==> config.mk <==
export PLATFORM = sky130hd
export DESIGN_NAME = hl_io_bank_ctrl
export DESIGN_NICKNAME = d
export VERILOG_FILES = /design/src/rtl/hl_io_bank_ctrl.sv
export SDC_FILE = /design/constraint.sdc
export NUM_CORES = 1
export LEC_CHECK = 0
export CAP_MARGIN = 15
export CORE_MARGIN = 2
export CORE_UTILIZATION = 55
export CTS_BUF_LIST = sky130_fd_sc_hd__clkbuf_8
export CTS_CLUSTER_SIZE = 28
export DETAILED_ROUTE_END_ITERATION = 10
export PLACE_DENSITY = 0.93
export SYNTH_ARGS = -nofsm -noshare
export SYNTH_HDL_FRONTEND = slang
export SYNTH_SLANG_ARGS = --single-unit
==> constraint.sdc <==
create_clock -name clock -period 6.2 [get_ports clock]
set_input_delay 0.93 -clock clock [delete_from_list [all_inputs] [get_ports clock]]
set_output_delay 0.93 -clock clock [all_outputs]
set_load 0.01 [all_outputs]
==> src/rtl/hl_io_bank_ctrl.sv <==
// Controller for a bank of high-level west-side IO slices: per-pad config registers,
// counted power-up hold, glitch-free reconfiguration of driving pads, registered TX/RX paths.
module hl_io_bank_ctrl #(
    parameter int NUM_PADS     = 4,
    parameter int SYNC_STAGES  = 2,
    parameter int PWRUP_CYCLES = 16,
    parameter int CFG_AW       = (NUM_PADS > 1) ? $clog2(NUM_PADS) : 1
) (
    input  logic                clock,
    input  logic                reset,
    input  logic                cfg_valid,
    output logic                cfg_ready,
    input  logic [CFG_AW-1:0]   cfg_addr,
    input  logic [7:0]          cfg_data,
    output logic                cfg_err,
    output logic                pwrup_done,
    input  logic [NUM_PADS-1:0] tx_data,
    input  logic [NUM_PADS-1:0] tx_oe,
    output logic [NUM_PADS-1:0] rx_data,
    input  logic [NUM_PADS-1:0] outi,
    output logic [NUM_PADS-1:0] dq,
    output logic [NUM_PADS-1:0] enq,
    output logic [NUM_PADS-1:0] enabq,
    output logic [NUM_PADS-1:0] drv0,
    output logic [NUM_PADS-1:0] drv1,
    output logic [NUM_PADS-1:0] drv2,
    output logic [NUM_PADS-1:0] prg_slew,
    output logic [NUM_PADS-1:0] puq,
    output logic [NUM_PADS-1:0] pd,
    output logic [NUM_PADS-1:0] ppen,
    output logic [NUM_PADS-1:0] pwrupzhl,
    output logic [NUM_PADS-1:0] pwrup_pull_en
);

    localparam int CNT_W = (PWRUP_CYCLES > 1) ? $clog2(PWRUP_CYCLES) : 1;
    localparam logic [CFG_AW:0] NUM_PADS_W = (CFG_AW + 1)'(NUM_PADS);

    typedef enum logic [2:0] {
        ST_RESET,
        ST_HOLD,
        ST_ACTIVE,
        ST_QUIESCE,
        ST_APPLY
    } state_t;

    state_t              state_reg, state_next;
    logic [CNT_W-1:0]    cnt_reg, cnt_next;
    logic [CFG_AW-1:0]   pend_addr_reg, pend_addr_next;
    logic [7:0]          pend_data_reg, pend_data_next;
    logic [7:0]          cfg_q [NUM_PADS];
    logic [7:0]          cfg_next [NUM_PADS];
    logic [NUM_PADS-1:0] sync_reg [SYNC_STAGES-1];

    logic                cfg_ready_reg, cfg_err_reg, pwrup_done_reg;
    logic [NUM_PADS-1:0] dq_reg, enq_reg, enabq_reg, drv0_reg, drv1_reg, drv2_reg;
    logic [NUM_PADS-1:0] slew_reg, puq_reg, pd_reg, ppen_reg, zhl_reg, pull_en_reg, rx_reg;

    logic                fire, addr_ok, hold_wr, pend_load, commit;
    logic                active_next, quiet_next, hold_next;
    logic [NUM_PADS-1:0] hold_hit, commit_hit, forced_next, enq_next;

    assign fire    = cfg_valid & cfg_ready_reg;
    assign addr_ok = ({1'b0, cfg_addr} < NUM_PADS_W);
    assign hold_wr = (state_reg == ST_HOLD) & fire & addr_ok;

    always_comb begin
        state_next     = state_reg;
        cnt_next       = cnt_reg;
        pend_load      = 1'b0;
        commit         = 1'b0;
        case (state_reg)
            ST_RESET: begin
                state_next = ST_HOLD;
                cnt_next   = CNT_W'(PWRUP_CYCLES - 1);
            end
            ST_HOLD: begin
                if (cnt_reg == '0) begin
                    state_next = ST_ACTIVE;
                end else begin
                    cnt_next = cnt_reg - 1'b1;
                end
            end
            ST_ACTIVE: begin
                if (fire && addr_ok) begin
                    state_next = ST_QUIESCE;
                    pend_load  = 1'b1;
                end
            end
            ST_QUIESCE: begin
                state_next = ST_APPLY;
                commit     = 1'b1;
            end
            ST_APPLY: begin
                state_next = ST_ACTIVE;
            end
            default: begin
                state_next = ST_RESET;
            end
        endcase
    end

    assign pend_addr_next = pend_load ? cfg_addr : pend_addr_reg;
    assign pend_data_next = pend_load ? cfg_data : pend_data_reg;
    assign quiet_next     = (state_next == ST_QUIESCE) || (state_next == ST_APPLY);
    assign active_next    = (state_next == ST_ACTIVE) || quiet_next;
    assign hold_next      = (state_next == ST_RESET) || (state_next == ST_HOLD);

    // Pin registers are loaded from the post-update config so every pin changes on the
    // same edge as cfg_q; the pad under reconfiguration keeps its driver off meanwhile.
    for (genvar gi = 0; gi < NUM_PADS; gi++) begin : g_pad
        assign hold_hit[gi]    = hold_wr && (cfg_addr == CFG_AW'(gi));
        assign commit_hit[gi]  = commit && (pend_addr_reg == CFG_AW'(gi));
        assign cfg_next[gi]    = hold_hit[gi]   ? cfg_data :
                                 commit_hit[gi] ? pend_data_reg : cfg_q[gi];
        assign forced_next[gi] = quiet_next && (pend_addr_next == CFG_AW'(gi));
        assign enq_next[gi]    = ~(tx_oe[gi] & cfg_next[gi][7] & active_next & ~forced_next[gi]);
    end

    always_ff @(posedge clock or posedge reset) begin
        if (reset) begin
            state_reg      <= ST_RESET;
            cnt_reg        <= '0;
            pend_addr_reg  <= '0;
            pend_data_reg  <= '0;
            cfg_ready_reg  <= 1'b0;
            cfg_err_reg    <= 1'b0;
            pwrup_done_reg <= 1'b0;
            dq_reg         <= '1;
            enq_reg        <= '1;
            enabq_reg      <= '1;
            puq_reg        <= '1;
            zhl_reg        <= '1;
            pull_en_reg    <= '1;
            drv0_reg       <= '0;
            drv1_reg       <= '0;
            drv2_reg       <= '0;
            slew_reg       <= '0;
            pd_reg         <= '0;
            ppen_reg       <= '0;
            rx_reg         <= '0;
            for (int i = 0; i < NUM_PADS; i++) begin
                cfg_q[i] <= '0;
            end
            for (int k = 0; k < SYNC_STAGES - 1; k++) begin
                sync_reg[k] <= '0;
            end
        end else begin
            state_reg      <= state_next;
            cnt_reg        <= cnt_next;
            pend_addr_reg  <= pend_addr_next;
            pend_data_reg  <= pend_data_next;
            cfg_ready_reg  <= (state_next == ST_HOLD) || (state_next == ST_ACTIVE);
            cfg_err_reg    <= fire & ~addr_ok;
            pwrup_done_reg <= active_next;
            dq_reg         <= ~tx_data;
            enq_reg        <= enq_next;
            zhl_reg        <= {NUM_PADS{hold_next}};
            pull_en_reg    <= {NUM_PADS{hold_next}};
            sync_reg[0]    <= outi;
            for (int k = 1; k < SYNC_STAGES - 1; k++) begin
                sync_reg[k] <= sync_reg[k-1];
            end
            for (int i = 0; i < NUM_PADS; i++) begin
                cfg_q[i]     <= cfg_next[i];
                drv0_reg[i]  <= cfg_next[i][0];
                drv1_reg[i]  <= cfg_next[i][1];
                drv2_reg[i]  <= cfg_next[i][2];
                slew_reg[i]  <= cfg_next[i][3];
                puq_reg[i]   <= ~cfg_next[i][4];
                pd_reg[i]    <= cfg_next[i][5] & ~cfg_next[i][4];
                enabq_reg[i] <= ~cfg_next[i][6];
                ppen_reg[i]  <= cfg_next[i][7];
                // Last synchroniser stage doubles as the input-enable gate.
                rx_reg[i]    <= sync_reg[SYNC_STAGES-2][i] & cfg_next[i][6];
            end
        end
    end

    assign cfg_ready     = cfg_ready_reg;
    assign cfg_err       = cfg_err_reg;
    assign pwrup_done    = pwrup_done_reg;
    assign dq            = dq_reg;
    assign enq           = enq_reg;
    assign enabq         = enabq_reg;
    assign drv0          = drv0_reg;
    assign drv1          = drv1_reg;
    assign drv2          = drv2_reg;
    assign prg_slew      = slew_reg;
    assign puq           = puq_reg;
    assign pd            = pd_reg;
    assign ppen          = ppen_reg;
    assign pwrupzhl      = zhl_reg;
    assign pwrup_pull_en = pull_en_reg;
    assign rx_data       = rx_reg;

endmodule

=== Yosys cells after proc, flatten, opt, wreduce, memory -nomap -nowiden ===
Cells that the tools add are included.

* Register bits after elaboration: 100
* Input port bits: 25
* Output and inout bits: 55
* Word-level logic and storage cells: 122

* Add/sub/neg operators: 1
* Eq/ne operators: 18
* Muxes and demuxes: 17
* Bitwise operators: 39
* Reductions and logical operators: 24

{| class="wikitable"
|+ Operators by type and width
! kind !! number
|-
| 2-to-1 mux 8 bit || 8
|-
| bitwise AND 1 bit || 22
|-
| inverter 1 bit || 16
|-
| one-hot mux 3 bit (5 select lines) || 1
|-
| equality test 2 bit, second input constant || 6
|-
| equality test 3 x 2 -> 1 bit, second input constant || 4
|-
| logical AND 1 bit || 12
|-
| one-hot mux 4 bit (2 select lines) || 1
|-
| equality test 2 x 1 -> 1 bit, second input constant || 3
|-
| equality test 3 x 1 -> 1 bit, second input constant || 2
|-
| equality test 3 bit, second input constant || 2
|-
| logical NOT 2 bit || 3
|-
| logical NOT 3 bit || 2
|-
| 2-to-1 mux 3 bit || 2
|-
| logical NOT 4 bit || 1
|-
| logical OR 1 bit || 4
|-
| 2-to-1 mux 4 bit || 1
|-
| inverter 4 bit || 1
|-
| subtractor 4 x 1 -> 4 bit, second input constant || 1
|-
| 2-to-1 mux 1 bit || 3
|-
| 2-to-1 mux 2 bit || 1
|-
| != test 2 bit, second input constant || 1
|-
| AND reduction 2 bit || 1
|-
| nonzero test 2 bit || 1
|}

=== Logic depth before layout (Yosys ltp) ===
* Depth in word-level cells: 9
* Depth in mapped cells: 6
* Depth with buffers taken out: 6

=== Worst setup path after synthesis ===
Ideal clock, no wire load.

* Kind: input to register
* From: input port cfg_addr[0]
* To: register drv0_reg[2], in the netlist drv0[2]
* Setup time: 0.118 ns
* Arrival: 1.965 ns
* Required time: 6.082 ns
* Slack: 4.117 ns
* Stages: 6
* Cells stage by stage: or3_1 buf_2 nor2_1 buf_2 nor2_1 a21o_1

* Word-level cells in the longest chain between the ends: 3

{| class="wikitable"
|+ Ends and longest elaborated chain
! element !! RTL line !! text
|-
| start: declaration || 13 || <nowiki>input logic [CFG_AW-1:0] cfg_addr,</nowiki>
|-
| equality test 2 bit || 111 || <nowiki>assign hold_hit[gi] = hold_wr && (cfg_addr == CFG_AW'(gi));</nowiki>
|-
| logical AND 1 bit || 111 ||
|-
| 2-to-1 mux 8 bit || 113 || <nowiki>assign cfg_next[gi] = hold_hit[gi] ? cfg_data :</nowiki>
|-
| end signal: indexed assignment || 165 || <nowiki>drv0_reg[i] <= cfg_next[i][0];</nowiki>
|-
| end: declaration || 55 || <nowiki>logic [NUM_PADS-1:0] dq_reg, enq_reg, enabq_reg, drv0_reg, drv1_reg, drv2_reg;</nowiki>
|}

Every way passes these cells.
A chain may end at the register's enable or synchronous reset.

=== Worst setup path in the final report ===
Same ends and word-level chain as after synthesis.

==> flow_metrics.tcl <==
set metrics [dict create \
    p_int_mw 1.47 \
    endpoint_kind "register" \
    synthToLayoutAreaGrowth_pct 22.8 \
    cap_violations 0 \
    r2r_cells 4 \
    crit_path_top_delay_cell "nor2_1" \
    vdd_drop_max_mv 0.241 \
    ant_nets 0 \
    timing.hold.ws_ps 459 \
    worst-path-stages 5 \
    synthCells 333 \
    post_cts_resize_count 0 \
    grt_pass1_vias 2636 \
    synth_seq_cells 80 \
    fmax_mhz 373 \
    num_antenna_cells 0 \
    tightest_slew_ps 957 \
    crit_top_cell "nor2_1" \
    fin_util 0.705 \
    drc 3 \
    routedWlPerCell_um 16.4 \
    reg2reg_from "state_reg[2]$_DFF_PP0_" \
    ys_top_cells_by_area "dfrtp_1 (43%), dfstp_2 (12%), buf_4 (5.9%)" \
    final.setup.tns_ps 0 \
    dpl_cell_area_um2 4310 \
    cts_root_buf "clkbuf_8" \
    worst-path-max-fanout 12 \
    hold_violations 0 \
    switchingPower_mw 0.780 \
    vias_per_cell 5.65 \
    power_mw 2.25 \
    place_hpwl_mm 5.35 \
    start_kind "input pin" \
    gr-total-overflow 0 \
    slew_headroom 0.362 \
    synth.distinct_cells 45 \
    cts_tree "done" \
    drt_iter0_drc 302 \
    grt_max_degree 81 \
    yosysSeqAreaShare 0.549 \
    mostFrequentLayoutCells "clkdlybuf4s50_1 (78), dfrtp_1 (63), a21o_1 (18), nand2_1 (18), o21ai_0 (18)" \
    rows 29 \
    clkPwrFrac 0.186 \
    worstSetupEndpoint "drv0[2]$_DFFE_PP0P_" \
    status "complete, but fails checks" \
    rsz0062_at_grt "false" \
    io_buffer_count 78 \
    finalCriticalPeriod_ps 2680 \
    start_util 0.574 \
    max_stage_delay_ps 570 \
    cp.arrival_ps 2920 \
    fp.dieArea_um2 7380 \
    crit_required_ps 6440 \
    synth-edff-count 0 \
    largest_register_ffs 17 \
    clk_latency_ps 340 \
    setup_viol 0 \
    clk_pin_slew_ps 80 \
    ys.flop_type "dfrtp_1" \
    power_density_nw_per_um2 497 \
    cts_made_buffers 9 \
    failed_checks "design-rule violations" \
    pwr-share-seq 0.413 \
    core_um2 6420 \
    crit_chain "clkdlybuf4s50_1, or3_1, nor2_1, nor2_1, a21o_1" \
    cts_hold_buf 0 \
    power.leakage_nw 1.94 \
    numClockSinks 80 \
    post-route-period-util 0.433 \
    htree_levels 3 \
    syn_nets 359 \
    yosysTopAreaCell "dfrtp_1" \
    die_y_um 85.9 \
    path_class "in2reg" \
    combPwrFrac 0.401 \
    ys.warnings.count 0 \
    swShare 0.347 \
    yosys.area.top_type_share 0.428 \
    cts_setup_buffers 0 \
    reg2reg_to "drv0[2]$_DFFE_PP0P_" \
    setup.worst_path.start "cfg_addr[0]" \
    slew_violations 0 \
    fp.dieW_um 85.9 \
    reg2reg_slack_ps 3970 \
    cpLargestDelayFamily "simple AND/OR/NAND/NOR gates" \
    antenna_found_initial 0 \
    min_path_type "reg2reg" \
    layout-drive-gt1-share 0.159 \
    drt_first_pass_iters 7 \
    fin_skew_ps 8.14 \
    cp_num_buf_inv 1 \
    fin_nets 411 \
    grt_pass1_wl_mm 12.9 \
    cts_max_path_buffers 2 \
    ios 80 \
    routed_wl_mm 7.68 \
    gp_congestion 0.849 \
    fin_area_um2 4530 \
    ys_async_sr_fraction 1.00 \
    syn_area_per_cell_um2 11.1 \
    syn-cell-area_um2 3690 \
    vias 2639 \
    final_common_cell "clkdlybuf4s50_1" \
    grt_usage 0.225 \
]
layer usage:
metal,wire length [µm],GRT usage,part of all wire,up-vias
met5,0,0,0,-
li1,-,-,-,1236
met1,3470,0.310,0.45,1298
met3,355,0.0395,0.046,13
met2,3730,0.354,0.49,92
met4,127,0.0924,0.017,0
stage by stage:
stage / worst slack (ps) / instances
2_1_floorplan: 3250 / 333
6_report: 3520 / 467
4_1_cts: 3550 / 467
5_1_grt: 3400 / 467
3_3_place_gp: 3250 / 451
3_5_place_dp: 3170 / 451
worst reg2reg max path, cell delays in order, from the launching register on:
cell and delay [ps]:
dfrtp_1 570, or3_1 560, nor2_1 570, nor2_1 200, a21o_1 230
cells by family (layout without fill, tap and decap cells):
logic type | count (synthesis) | count (layout) | share of synthesized area
AO/OA/AOI/OAI | 83 | 83 | 0.155
XOR/XNOR | 1 | 1 | 0.00238
adder cells (fa/ha/maj) | 1 | 1 | 0.00339
buffers and inverters | 51 | 108 | 0.0852
flip-flops | 80 | 80 | 0.549
multiplexers | 17 | 17 | 0.0492
other | 1 | 1 | 0.00102
AND/OR/NAND/NOR | 99 | 99 | 0.155
layout make-up:
class	instances	area [µm²]
flip-flops and latches	80	2020
inverters	13	50.0
multi-input cells	202	1350
well taps	77	96.3
repair buffers	79	788
fillers	462	1890
clock inverters	6	82.6
clock buffers	10	138
how the worst min path moves through the flow:
stage                                from                   end  slack (ps)  depth (start not counted)
global placement    sync_reg[0]$_DFF_PP0_  rx_data[0]$_DFF_PP0_         430                          1
global route        sync_reg[2]$_DFF_PP0_  rx_data[2]$_DFF_PP0_         470                          1
floorplan           sync_reg[0]$_DFF_PP0_  rx_data[0]$_DFF_PP0_         430                          1
detailed placement  sync_reg[3]$_DFF_PP0_  rx_data[3]$_DFF_PP0_         440                          1
finish              sync_reg[2]$_DFF_PP0_  rx_data[2]$_DFF_PP0_         460                          1
CTS                 sync_reg[3]$_DFF_PP0_  rx_data[3]$_DFF_PP0_         460                          1
cells in the mapped netlist, types with 3 or more instances:
| library cell | number |
|---|---|
| a21o_1 | 18 |
| a22o_1 | 17 |
| nand2b_1 | 4 |
| nor2_1 | 17 |
| buf_2 | 5 |
| a31oi_2 | 4 |
| clkbuf_1 | 3 |
| and2_1 | 5 |
| nand3_1 | 6 |
| nor2_4 | 4 |
| a31oi_1 | 6 |
| dfrtp_1 | 63 |
| mux2i_1 | 8 |
| buf_4 | 29 |
| or3b_1 | 3 |
| nor2_2 | 4 |
| inv_1 | 13 |
| a21oi_1 | 12 |
| dfstp_2 | 17 |
| nor3_1 | 11 |
| nand2_1 | 18 |
| mux2_2 | 9 |
| nor2b_1 | 5 |
| nand3b_1 | 4 |
| o21ai_0 | 18 |
| o21ai_1 | 4 |
power groups by stage:
| stage | Sequential (mW) | Clock [mW] | Combinational [mW] |
|---|---|---|---|
| final | 0.929 | 0.418 | 0.903 |
| after global routing | 0.955 | 0.444 | 0.982 |
| after CTS | 0.926 | 0.425 | 0.907 |
| after detailed placement | 0.933 | 0 | 0.899 |
| after global placement | 0.923 | 0 | 0.869 |
| after floorplan | 0.902 | 0 | 0.619 |
Power figures use the tool's default switching activity.
